### config.mk
export PLATFORM = sky130hd
export DESIGN_NAME = fp_add_normalizer
export DESIGN_NICKNAME = d
export VERILOG_FILES = /design/src/rtl/fp32_pkg.sv /design/src/rtl/fp_rounder.sv /design/src/rtl/fp_add_normalizer.sv
export SDC_FILE = /design/constraint.sdc
export NUM_CORES = 1
export LEC_CHECK = 0
export CORE_MARGIN = 2
export CORE_UTILIZATION = 50
export CTS_CLUSTER_DIAMETER = 150
export CTS_CLUSTER_SIZE = 16
export DETAILED_ROUTE_END_ITERATION = 12
export PLACE_DENSITY = 0.71
export SLEW_MARGIN = 0
export SYNTH_ARGS = -nofsm -noshare
export SYNTH_HDL_FRONTEND = slang
export SYNTH_SLANG_ARGS = --single-unit
### constraint.sdc
create_clock -name clk -period 5.1 [get_ports clk]
set_clock_uncertainty 0.05 [all_clocks]
set_input_delay 1.02 -clock clk [delete_from_list [all_inputs] [get_ports clk]]
set_output_delay 1.02 -clock clk [all_outputs]
set_load 0.05 [all_outputs]
### src/rtl/fp32_pkg.sv
// Shared FP32 constants and the adder back-end FSM state encoding.
package fp32_pkg;

    localparam logic [31:0] FP32_QNAN  = 32'h7FC0_0000;
    localparam logic [7:0]  EXP_INF    = 8'hFF;
    localparam int          HIDDEN_BIT = 45;
    localparam int          FRAC_LSB   = 22;
    localparam int          MANT_W     = 48;
    localparam int          EXP_W      = 10;

    typedef enum logic [2:0] {
        ST_IDLE  = 3'd0,
        ST_ADD   = 3'd1,
        ST_NORM  = 3'd2,
        ST_ROUND = 3'd3,
        ST_DONE  = 3'd4
    } fsm_state_e;

endpackage

### src/rtl/fp_rounder.sv
// Round-to-nearest-even on a normalised 46-bit magnitude and FP32 packing.
module fp_rounder
    import fp32_pkg::*;
(
    input  logic [HIDDEN_BIT:0] mant,
    input  logic [EXP_W-1:0]    exp_in,
    input  logic                sign,
    output logic [31:0]         packed_res
);

    logic             guard_s;
    logic             sticky_s;
    logic             lsb_s;
    logic             inc_s;
    logic [24:0]      sum_s;
    logic [23:0]      mant_s;
    logic [EXP_W-1:0] exp_s;
    logic [7:0]       field_s;

    // RNE increment, carry renormalisation and field packing
    always_comb begin
        guard_s    = mant[FRAC_LSB-1];
        sticky_s   = |mant[FRAC_LSB-2:0];
        lsb_s      = mant[FRAC_LSB];
        inc_s      = guard_s & (sticky_s | lsb_s);
        sum_s      = {1'b0, mant[HIDDEN_BIT:FRAC_LSB]} + {24'd0, inc_s};
        mant_s     = sum_s[23:0];
        exp_s      = exp_in;
        field_s    = 8'd0;
        packed_res = 32'd0;
        if (sum_s[24]) begin
            mant_s = sum_s[24:1];
            exp_s  = exp_in + 10'd1;
        end else begin
            mant_s = sum_s[23:0];
            exp_s  = exp_in;
        end
        // A denormal whose round-up sets the hidden bit picks up field 1 here
        if (mant_s[23]) begin
            field_s = exp_s[7:0];
        end else begin
            field_s = 8'd0;
        end
        if (exp_s >= 10'd255) begin
            packed_res = {sign, EXP_INF, 23'd0};
        end else begin
            packed_res = {sign, field_s, mant_s[22:0]};
        end
    end

endmodule

### src/rtl/fp_add_normalizer.sv
// FP32 adder back end: mantissa sum, iterative normalisation, RNE rounding and
// result delivery over valid/ready handshakes.
module fp_add_normalizer
    import fp32_pkg::*;
#(
    parameter int NORM_STEP = 1
) (
    input  logic              clk,
    input  logic              rst_n,
    input  logic              in_valid,
    output logic              in_ready,
    input  logic              NaN_res,
    input  logic              inf_res,
    input  logic              legal,
    input  logic              res_sig,
    input  logic [7:0]        exp_max,
    input  logic [MANT_W-1:0] mant_op_1,
    input  logic [MANT_W-1:0] mant_op_2,
    output logic              res_valid,
    input  logic              res_ready,
    output logic [31:0]       result
);

    fsm_state_e        state_r;
    logic [MANT_W-1:0] op1_r;
    logic [MANT_W-1:0] op2_r;
    logic [MANT_W-2:0] mag_r;
    logic [EXP_W-1:0]  exp_r;
    logic              sign_r;
    logic              zero_r;
    logic              zero_sign_r;
    logic              in_ready_r;
    logic              res_valid_r;
    logic [31:0]       result_r;

    logic [MANT_W-1:0] sum_s;
    logic [MANT_W-2:0] mag_s;
    logic [3:0]        lz_s;
    logic              run_s;
    logic [EXP_W-1:0]  exp_m1_s;
    logic [3:0]        shamt_s;
    logic [MANT_W-2:0] norm_mag_s;
    logic [EXP_W-1:0]  norm_exp_s;
    logic [31:0]       rounded_s;

    // Two's-complement sum and its magnitude; operands are bounded so bit 47 is the sign
    always_comb begin
        sum_s = op1_r + op2_r;
        mag_s = sum_s[MANT_W-2:0];
        if (sum_s[MANT_W-1]) begin
            mag_s = ~sum_s[MANT_W-2:0] + 47'd1;
        end else begin
            mag_s = sum_s[MANT_W-2:0];
        end
    end

    // One normalisation step; left shifts never push the exponent below 1
    always_comb begin
        lz_s       = 4'd0;
        run_s      = 1'b1;
        exp_m1_s   = exp_r - 10'd1;
        shamt_s    = 4'd0;
        norm_mag_s = mag_r;
        norm_exp_s = exp_r;
        for (int k = 0; k < NORM_STEP; k++) begin
            if (run_s && !mag_r[HIDDEN_BIT-k]) begin
                lz_s = lz_s + 4'd1;
            end else begin
                run_s = 1'b0;
            end
        end
        if ({6'd0, lz_s} > exp_m1_s) begin
            shamt_s = exp_m1_s[3:0];
        end else begin
            shamt_s = lz_s;
        end
        if (mag_r[MANT_W-2]) begin
            norm_mag_s = {1'b0, mag_r[MANT_W-2:2], mag_r[1] | mag_r[0]};
            norm_exp_s = exp_r + 10'd1;
        end else begin
            norm_mag_s = mag_r << shamt_s;
            norm_exp_s = exp_r - {6'd0, shamt_s};
        end
    end

    fp_rounder u_rounder (
        .mant       (mag_r[HIDDEN_BIT:0]),
        .exp_in     (exp_r),
        .sign       (sign_r),
        .packed_res (rounded_s)
    );

    // Control FSM with datapath registers and registered handshake outputs
    always_ff @(posedge clk or negedge rst_n) begin
        if (!rst_n) begin
            state_r     <= ST_IDLE;
            op1_r       <= {MANT_W{1'b0}};
            op2_r       <= {MANT_W{1'b0}};
            mag_r       <= 47'd0;
            exp_r       <= 10'd0;
            sign_r      <= 1'b0;
            zero_r      <= 1'b0;
            zero_sign_r <= 1'b0;
            in_ready_r  <= 1'b0;
            res_valid_r <= 1'b0;
            result_r    <= 32'd0;
        end else begin
            case (state_r)
                ST_IDLE: begin
                    in_ready_r <= 1'b1;
                    if (in_valid && in_ready_r) begin
                        in_ready_r <= 1'b0;
                        op1_r      <= mant_op_1;
                        op2_r      <= mant_op_2;
                        exp_r      <= (exp_max == 8'd0) ? 10'd1 : {2'b00, exp_max};
                        sign_r     <= res_sig;
                        zero_r     <= 1'b0;
                        if (!legal) begin
                            result_r    <= NaN_res ? FP32_QNAN : {res_sig, EXP_INF, 23'd0};
                            res_valid_r <= 1'b1;
                            state_r     <= ST_DONE;
                        end else begin
                            state_r <= ST_ADD;
                        end
                    end
                end
                ST_ADD: begin
                    mag_r       <= mag_s;
                    zero_sign_r <= sign_r & (op1_r == {MANT_W{1'b0}}) & (op2_r == {MANT_W{1'b0}});
                    if (mag_s == 47'd0) begin
                        zero_r  <= 1'b1;
                        state_r <= ST_ROUND;
                    end else if (mag_s[MANT_W-2] || (!mag_s[HIDDEN_BIT] && exp_r > 10'd1)) begin
                        state_r <= ST_NORM;
                    end else begin
                        state_r <= ST_ROUND;
                    end
                end
                ST_NORM: begin
                    mag_r <= norm_mag_s;
                    exp_r <= norm_exp_s;
                    if (norm_mag_s[HIDDEN_BIT] || norm_exp_s == 10'd1) begin
                        state_r <= ST_ROUND;
                    end
                end
                ST_ROUND: begin
                    result_r    <= zero_r ? {zero_sign_r, 31'd0} : rounded_s;
                    res_valid_r <= 1'b1;
                    state_r     <= ST_DONE;
                end
                ST_DONE: begin
                    if (res_ready) begin
                        res_valid_r <= 1'b0;
                        in_ready_r  <= 1'b1;
                        state_r     <= ST_IDLE;
                    end
                end
                default: begin
                    res_valid_r <= 1'b0;
                    in_ready_r  <= 1'b0;
                    state_r     <= ST_IDLE;
                end
            endcase
        end
    end

    assign in_ready  = in_ready_r;
    assign res_valid = res_valid_r;
    assign result    = result_r;

endmodule

==> flow_metrics.py, run 1 <==
metrics = {
    "critical_path": {
        "start_kind": "register",
        "cp_data_arrival_time_ps": 5230,
        "rr_worst_depth": 16,
        "crit_fanout": 9,
        "path_class": "reg2reg",
        "r2r-start": "op2_r[0]$_DFFE_PN0P_",
        "ff2ff_setup_slack_ps": 160,
        "worstPathRequired_ps": 5390,
        "r2r_end": "state_r[0]$_DFFE_PN0P_",
        "cp-end-kind": "register",
    },
    "route": {
        "ant_nets": 0,
        "drt_first_pass_iters": 5,
        "drt_iter0_drc": 1190,
        "drt_wl_total_um": 46660,
        "viasPerCell": 6.056,
        "drc": 0,
        "vias": 15590,
        "post_drt_wl_per_cell_um": 18.13,
    },
    "cts": {
        "path_clk_slew_ps": 70,
        "cts_max_path_buffers": 2,
        "clk_latency_ps": 460,
        "clkSinkCount": 193,
        "cts-root-buf": "clkbuf_16",
        "numCtsBuffers": 17,
        "htreeDepth": 4,
        "cts_tree": "built",
    },
    "worst_hold_path": {
        "hold_path.class": "reg2reg",
        "hold_end": "res_valid$_DFFE_PN0P_",
        "holdCritStartpoint": "res_valid$_DFFE_PN0P_",
        "holdPathStages": 2,
    },
    "place": {
        "dpl.hpwl_um": 35570,
        "gp_congestion": 0.9672,
        "port_buffers": 144,
        "detailedPlace.worstSlack_ps": -32.25,
    },
    "synth": {
        "ys_types": 104,
        "ys_seq_elements": 193,
        "synth-seq-area-share_pct": 31.04,
        "synth.net_count": 2190,
        "synthArstFlopShare_pct": 100.0,
        "synth_area_mm2": 0.01556,
        "yosysWarningCount": 0,
        "avgSynthCellArea_um2": 7.696,
        "ys.flop_type": "dfrtp_1",
        "synth-edff-count": 0,
        "syn_inst": 2022,
    },
    "cells_and_area": {
        "drive_gt1_share_pct": 10.65,
        "antennaDiodeCount": 0,
        "final_nets": 2333,
        "area_growth_pct": 19.73,
    },
    "timing": {
        "rsz0062_at_grt": "false",
        "final-setup-viol-count": 0,
        "fmax_mhz": 202.5,
        "hold_viol": 0,
        "setup_slack_ps": 161.9,
        "final.period_utilization_pct": 96.82,
        "slew_violations": 0,
        "maxSlewHeadroom_pct": 25.90,
        "tightest_slew_ps": 1111,
        "final.min_clock_period_ps": 4938,
    },
    "job": {
        "drv_cap": 0,
    },
    "floorplan": {
        "dieArea_mm2": 0.03255,
        "die_h_um": 180.4,
        "std_cell_rows": 64,
        "start_util_pct": 50.87,
        "fp.dieW_um": 180.4,
        "num_io_pins": 146,
        "core_area_mm2": 0.03059,
    },
    "global_route": {
        "grt_max_degree": 118,
        "grt_pass1_vias": 14650,
        "gr-total-overflow": 0,
        "grt_usage_pct": 28.34,
        "grt_pass1_wl_um": 76080,
        "antenna_found_initial": 0,
    },
    "outcome": {
        "outcome": "finished, final reports clean",
    },
}
synthesized netlist by cell type, drive strengths merged (7+ instances only):
| master | number | area (um^2) |
|---|---|---|
| dfrtp | 193 | 4830 |
| nor4 | 44 | 302.8 |
| a22o | 9 | 78.83 |
| and2 | 19 | 118.9 |
| nand4 | 40 | 256.5 |
| nor3 | 49 | 265.3 |
| a21oi | 108 | 574.3 |
| and3 | 20 | 135.1 |
| o31ai | 15 | 131.4 |
| a21o | 18 | 135.1 |
| or2 | 11 | 68.82 |
| o211ai | 18 | 140.1 |
| buf | 27 | 133.9 |
| xnor2 | 62 | 550.5 |
| o21ai | 189 | 953.4 |
| o21a | 15 | 112.6 |
| a21boi | 8 | 60.06 |
| o22a | 10 | 88.84 |
| nand2 | 468 | 1757 |
| clkbuf | 115 | 431.7 |
| o2111ai | 7 | 61.31 |
| nor3b | 8 | 65.06 |
| mux2i | 52 | 520.5 |
| a22oi | 44 | 330.3 |
| a31oi | 16 | 100.1 |
| nand2b | 9 | 56.30 |
| a2111oi | 7 | 68.81 |
| ha | 55 | 688.2 |
| a221o | 13 | 130.1 |
| nor2 | 127 | 476.7 |
| inv | 15 | 56.30 |
| xor2 | 33 | 289.0 |
| or4 | 16 | 123.9 |
| a211oi | 24 | 190.2 |
| and4 | 16 | 140.1 |
| nand3 | 35 | 175.2 |
| or3 | 15 | 93.84 |
per-layer routing:
metal / vias to the layer above / GRT usage (%) / share of wire (%)
met1: 7405 / 39.50 / 46
met3: 67 / 3.537 / 5.0
met4: 0 / 8.871 / 2.8
met2: 474 / 45.98 / 46
met5: - / 0 / 0
li1: 7642 / - / -
worst max-delay path, stage by stage, from the launching register on:
cell and delay [ps]:
dfrtp_1 440, ha_1 240, fa_2 410, a211oi_4 290, o31ai_4 190, a41oi_2 240, nand2_1 110, xor2_1 190
or4_1 560, or3_1 440, buf_4 190, or4_4 540, nor4_4 370, a2111oi_4 90, nand4_1 190, nor4_4 60
o211a_1 230
flip-flops by register name (all words and copies together), names as in the netlist:
name / cells
op1_r: 48
op2_r: 48
mag_r: 47
result: 32
exp_r: 10
state_r: 3
in_ready: 1
res_valid: 1
sign_r: 1
zero_r: 1
zero_sign_r: 1
worst max-delay path by stage:
stage	from	end	slack [ps]	cells after the start
final	op2_r[0]$_DFFE_PN0P_	state_r[0]$_DFFE_PN0P_	160	16
after global routing	op2_r[7]$_DFFE_PN0P_	state_r[0]$_DFFE_PN0P_	7	14
after CTS	op2_r[0]$_DFFE_PN0P_	state_r[0]$_DFFE_PN0P_	10	15
after detailed placement	op2_r[0]$_DFFE_PN0P_	state_r[0]$_DFFE_PN0P_	-30	16
after global placement	op2_r[0]$_DFFE_PN0P_	state_r[0]$_DFFE_PN0P_	-30	16
after floorplan	op1_r[0]$_DFFE_PN0P_	state_r[0]$_DFFE_PN0P_	520	16
logic make-up (layout without fill, tap and decap cells):
family / Yosys count / count (layout) / share of synthesized area [%]
AND/OR/NAND/NOR: 898 / 898 / 27.12
multiplexers: 56 / 56 / 3.634
adder cells (fa/ha/maj): 56 / 56 / 4.551
XOR/XNOR: 95 / 95 / 5.395
buffers and inverters: 157 / 313 / 3.996
flip-flops: 193 / 193 / 31.04
AO/OA/AOI/OAI: 567 / 567 / 24.27
through the flow:
step                cell area (um^2)  setup TNS, ps  hold WS [ps]  utilization, %  instances
floorplan                      15560              0         409.0               -       2022
global placement               17910         -27.13         412.2           58.56       2542
detailed placement             17910         -32.25         417.9           58.56       2542
CTS                            18530              0         435.7           60.59       2574
global route                   18630              0         459.2           60.91       2574
finish                         18630              0         432.5           60.91       2574
area by class of cell:
| cell class | instances | area (um^2) |
|---|---|---|
| sequential | 193 | 4831 |
| fill | 2852 | 11960 |
| clock buffer | 18 | 439.2 |
| inverter | 15 | 56.30 |
| timing repair buffer | 266 | 2399 |
| multi-input combinational | 1672 | 10240 |
| tap | 396 | 495.5 |
| clock inverter | 14 | 168.9 |
timing repair:
action | 4_1_cts | 5_1_grt
gates cloned | 0 | 0
pin swaps | 0 | 4
setup endpoints to repair | 1 | 3
hold buffers | 0 | 0
buffers inserted | 0 | 0
gates resized for setup | 3 | 17
cells in the final DEF (no fill, tap or decap), drive strengths merged, types with 20 or more instances in the layout:
cell type        n
xnor2           62
nor3            49
nand2          468
nand4           40
nand3           35
nor2           127
inv             21
dfrtp          193
a211oi          24
o21ai          189
ha              55
and3            20
a22oi           44
nor4            44
clkdlybuf4s50  143
xor2            33
mux2i           52
buf            122
a21oi          108
Power of run 1 is left out: the tool's default activity adds up to more than one toggle a clock period on the data nets, which glitch-free logic cannot reach.
==> inputs of run 2 (changes only) <==
Settings changed: CORE_ASPECT_RATIO set to 1.25, MAX_ROUTING_LAYER set to met4.
==> flow_metrics.py, run 2 (synthesis results as in run 1) <==
metrics = {
    "cells_and_area": {
        "utilization_pct": 61.27,
        "fillCellCount": 2841,
        "area_growth_pct": 21.31,
        "antennaDiodeCount": 0,
        "fin_area_mm2": 0.01888,
        "most-common-layout-cells": "nand2_1 (466), dfrtp_1 (192), o21ai_0 (171), clkdlybuf4s50_1 (143), buf_4 (137)",
        "reg.largest.list": "op1_r: 48 flops, op2_r: 48 flops, mag_r: 47 flops",
        "layout_commonest_cell": "nand2_1",
        "final_nets": 2352,
        "drive_gt1_share_pct": 11.83,
    },
    "timing": {
        "slew_violations": 0,
        "final-setup-viol-count": 0,
        "setup_slack_ps": 64.09,
        "maxSlewHeadroom_pct": 24.21,
        "rsz0062_at_grt": "true",
        "fmax_mhz": 198.6,
        "final.min_clock_period_ps": 5036,
        "final.period_utilization_pct": 98.74,
        "hold_slack_ps": 433.7,
        "hold_viol": 0,
        "tightest_slew_ps": 1126,
    },
    "floorplan": {
        "std_cell_rows": 72,
        "core_area_mm2": 0.03081,
        "dieArea_mm2": 0.03256,
        "start_util_pct": 50.51,
        "fp.dieW_um": 161.8,
        "die_h_um": 201.2,
        "num_io_pins": 146,
    },
    "worst_hold_path": {
        "hold_path.class": "reg2reg",
    },
    "global_route": {
        "grt_pass1_vias": 14990,
        "gr-total-overflow": 0,
        "antenna_found_initial": 0,
        "grt_pass1_wl_um": 78210,
        "grt_max_degree": 113,
        "grt_usage_pct": 30.80,
    },
    "route": {
        "drc": 0,
        "drt_first_pass_iters": 7,
        "post_drt_wl_per_cell_um": 18.85,
        "drt_iter0_drc": 1219,
        "viasPerCell": 6.054,
        "vias": 15770,
        "drt_wl_total_um": 49090,
        "ant_nets": 0,
    },
    "critical_path": {
        "worstPathRequired_ps": 5460,
        "cp_data_arrival_time_ps": 5400,
        "path_class": "reg2reg",
        "crit_fanout": 7,
        "cp-end-kind": "register",
        "start_kind": "register",
    },
    "cts": {
        "path_clk_slew_ps": 80,
        "htreeDepth": 4,
        "clkSinkCount": 193,
        "cts_max_path_buffers": 2,
        "clk_latency_ps": 470,
        "cts-root-buf": "clkbuf_16",
        "cts_tree": "built",
        "numCtsBuffers": 17,
    },
    "place": {
        "place_area_mm2": 0.01805,
        "detailedPlace.worstSlack_ps": -242.2,
        "port_buffers": 144,
        "gp_congestion": 0.9591,
        "dpl.hpwl_um": 38090,
    },
    "job": {
        "drv_cap": 0,
    },
    "outcome": {
        "outcome": "finished, final reports clean",
    },
}
[run 2: what timing repair did]
action	in CTS	in global routing
pin swaps	1	11
endpoints found under the setup margin	2	3
hold buffers	0	0
resized for setup	3	32
setup buffers	2	2
endpoints found under the hold margin	0	0
[run 2: area by class of cell]
type                            count  area [um^2]  share of cell area (%)
Tap cell                          407        509.2                   2.698
Multi-Input combinational cell   1672        10310                   54.64
Timing Repair Buffer              285         2554                   13.53
Sequential cell                   193         4831                   25.59
Inverter                           15        56.30                  0.2983
Clock inverter                     15        187.7                  0.9942
Clock buffer                       17        425.4                   2.254
[run 2: through the flow]
stage          setup TNS [ps]  std cells
2_1_floorplan               0       2022
3_3_place_gp           -314.9       2568
3_5_place_dp           -402.9       2568
4_1_cts                     0       2602
5_1_grt                -78.77       2604
6_report                    0       2604
[run 2: path summary, 6_finish.rpt]
kind	start	endpoint	slack, ps	cells past startpoint
min in group asynchronous	rst_n	mag_r[10]$_DFFE_PN0N_	560	1
max in group asynchronous	rst_n	zero_sign_r$_DFFE_PN0P_	3460	2
min	result[19]$_DFFE_PN0P_	result[19]$_DFFE_PN0P_	430	2
max reg2reg	op2_r[0]$_DFFE_PN0P_	state_r[0]$_DFFE_PN0P_	60	15
min reg2reg	result[19]$_DFFE_PN0P_	result[19]$_DFFE_PN0P_	430	2
max	op2_r[0]$_DFFE_PN0P_	state_r[0]$_DFFE_PN0P_	60	15
[run 2: critical path, cell delays in order (launching register included)]
cell and delay (ps):
dfrtp_1 430, ha_2 210, fa_2 460, a211oi_4 340, o31ai_4 170, a41oi_2 230, nand2_1 110, xor2_1 210
or4_1 560, or3_4 410, buf_4 170, or4_4 550, a2111oi_4 420, nand4_1 160, nor4_2 300, o211a_1 180
[run 2: layer usage]
layer	GRT usage (%)	wire, um
met4	13.15	2212
met1	36.90	20430
met5	-	0
met2	52.69	24640
met3	3.072	1812
Power of run 2 is left out for the same reason.
==> inputs of run 3 (changes only) <==
Settings changed: CTS_CLUSTER_SIZE 16 to unset.
Clock period 5.1 ns to 5.45 ns, I/O delays scaled along.
==> flow_metrics.py, run 3 (synthesis results as in run 1) <==
metrics = {
    "critical_path": {
        "worstPathRequired_ps": 5790,
        "crit_chain": "ha_1, fa_1, a211oi_4, o31ai_4, a41oi_2, nand2_1, xor2_1, or4_1, or3_1, buf_4, or4_4, a2111oi_4, nand4_1, nor4_4, o211a_1",
        "cp-end-kind": "register",
        "crit_fanout": 9,
        "start_kind": "register",
        "crit_slowest_cell": "or4_1",
        "critPathMaxStageDelay_ps": 550,
        "path_class": "reg2reg",
        "cp_data_arrival_time_ps": 5580,
    },
    "floorplan": {
        "core_area_mm2": 0.03081,
        "dieArea_mm2": 0.03256,
        "std_cell_rows": 72,
        "num_io_pins": 146,
        "die_h_um": 201.2,
        "start_util_pct": 50.51,
        "fp.dieW_um": 161.8,
    },
    "place": {
        "dp_cells": 2490,
        "gp_congestion": 0.9319,
        "port_buffers": 144,
        "dpl.hpwl_um": 37390,
    },
    "cts": {
        "postCtsHoldBufs": 0,
        "htreeDepth": 4,
        "clk_latency_ps": 460,
        "cts_tree": "built",
        "cts-root-buf": "clkbuf_16",
        "cts_max_path_buffers": 2,
        "numCtsBuffers": 17,
        "path_clk_slew_ps": 80,
        "clkSinkCount": 193,
    },
    "cells_and_area": {
        "reg.largest.list": "op1_r: 48 flops, op2_r: 48 flops, mag_r: 47 flops",
        "stdcell_count": 2523,
        "most-common-layout-cells": "nand2_1 (467), dfrtp_1 (192), o21ai_0 (172), clkdlybuf4s50_1 (143), nor2_1 (126)",
        "area_growth_pct": 16.48,
        "antennaDiodeCount": 0,
        "final_nets": 2271,
        "layout_commonest_cell": "nand2_1",
        "drive_gt1_share_pct": 7.798,
    },
    "route": {
        "drt_first_pass_iters": 5,
        "drc": 0,
        "drt_wl_total_um": 48440,
        "viasPerCell": 6.127,
        "post_drt_wl_per_cell_um": 19.20,
        "ant_nets": 0,
        "vias": 15460,
        "drt_iter0_drc": 1158,
    },
    "timing": {
        "rsz0062_at_grt": "false",
        "tightest_slew_ps": 1122,
        "maxSlewHeadroom_pct": 24.53,
        "final.period_utilization_pct": 96.09,
        "hold_viol": 0,
        "fmax_mhz": 191.0,
        "final.min_clock_period_ps": 5237,
        "final-setup-viol-count": 0,
        "slew_violations": 0,
        "fin_setup_tns_ps": 0,
    },
    "global_route": {
        "grt_pass1_vias": 14900,
        "gr-total-overflow": 0,
        "antenna_found_initial": 0,
        "grt_pass1_wl_um": 78340,
        "grt_max_degree": 108,
        "grt_usage_pct": 30.68,
    },
    "worst_hold_path": {
        "hold_path.class": "reg2reg",
    },
    "outcome": {
        "outcome": "finished, final reports clean",
    },
    "job": {
        "drv_cap": 0,
    },
}
## run 3: cell count changes in the layout (fill, tap and decap cells not counted), moves of 2 or more
cell	change
ha_2	-2
buf_4	-79
a211oi_1	+2
ha_1	+2
or4b_1	+2
a211oi_2	-2
or4b_4	-2
inv_6	+2
buf_12	-2
clkinv_8	-3
## run 3: area by class of cell
cell class	instances	area, um^2
clock buffers	17	425.4
clock inverters	15	158.9
fillers	2902	12680
inverters	15	56.30
multi-input cells	1672	10220
flip-flops and latches	193	4831
well taps	407	509.2
repair buffers	204	1921
## run 3: layer usage
layer | global-route usage [%] | routed length, um
met4 | 13.40 | 2190
met3 | 2.742 | 1782
met1 | 37.57 | 20540
met5 | - | 0
met2 | 51.64 | 23920
## run 3: worst max-delay path, delay by kind of cell, from the launching register on
family | cells | cell delay [ps]
AND/OR/NAND/NOR | 6 | 2220
AO/OA/AOI/OAI | 5 | 1320
buffers and inverters | 1 | 190
adder cells (fa/ha/maj) | 2 | 710
flip-flops | 1 | 470
XOR/XNOR | 1 | 210
## run 3: final timing paths
| kind | startpoint | endpoint | slack [ps] | depth (start not counted) |
|---|---|---|---|---|
| min | result[5]$_DFFE_PN0P_ | result[5]$_DFFE_PN0P_ | 440 | 2 |
| max reg2reg | op2_r[0]$_DFFE_PN0P_ | state_r[0]$_DFFE_PN0P_ | 210 | 15 |
| max | op2_r[0]$_DFFE_PN0P_ | state_r[0]$_DFFE_PN0P_ | 210 | 15 |
| min in group asynchronous | rst_n | mag_r[7]$_DFFE_PN0N_ | 670 | 1 |
| min reg2reg | result[5]$_DFFE_PN0P_ | result[5]$_DFFE_PN0P_ | 440 | 2 |
| max in group asynchronous | rst_n | op2_r[43]$_DFFE_PN0P_ | 3520 | 2 |
## run 3: metrics by stage
step                      cell area (um^2)  setup slack, ps  utilization, %  hold slack [ps]
after CTS                            18020            10.96           58.50            446.9
after global placement               17440            155.1           56.61            414.5
final                                18120            213.3           58.83            435.4
after detailed placement             17440            8.572           56.61            428.2
after floorplan                      15560            869.0               -            409.0
after global routing                 18120            39.99           58.83            464.3
## run 3: timing repair
item	in CTS	in global routing
endpoints found under the hold margin	0	0
setup endpoints to repair	0	3
setup buffers	0	1
resized for setup	0	15
Power of run 3 is left out for the same reason.
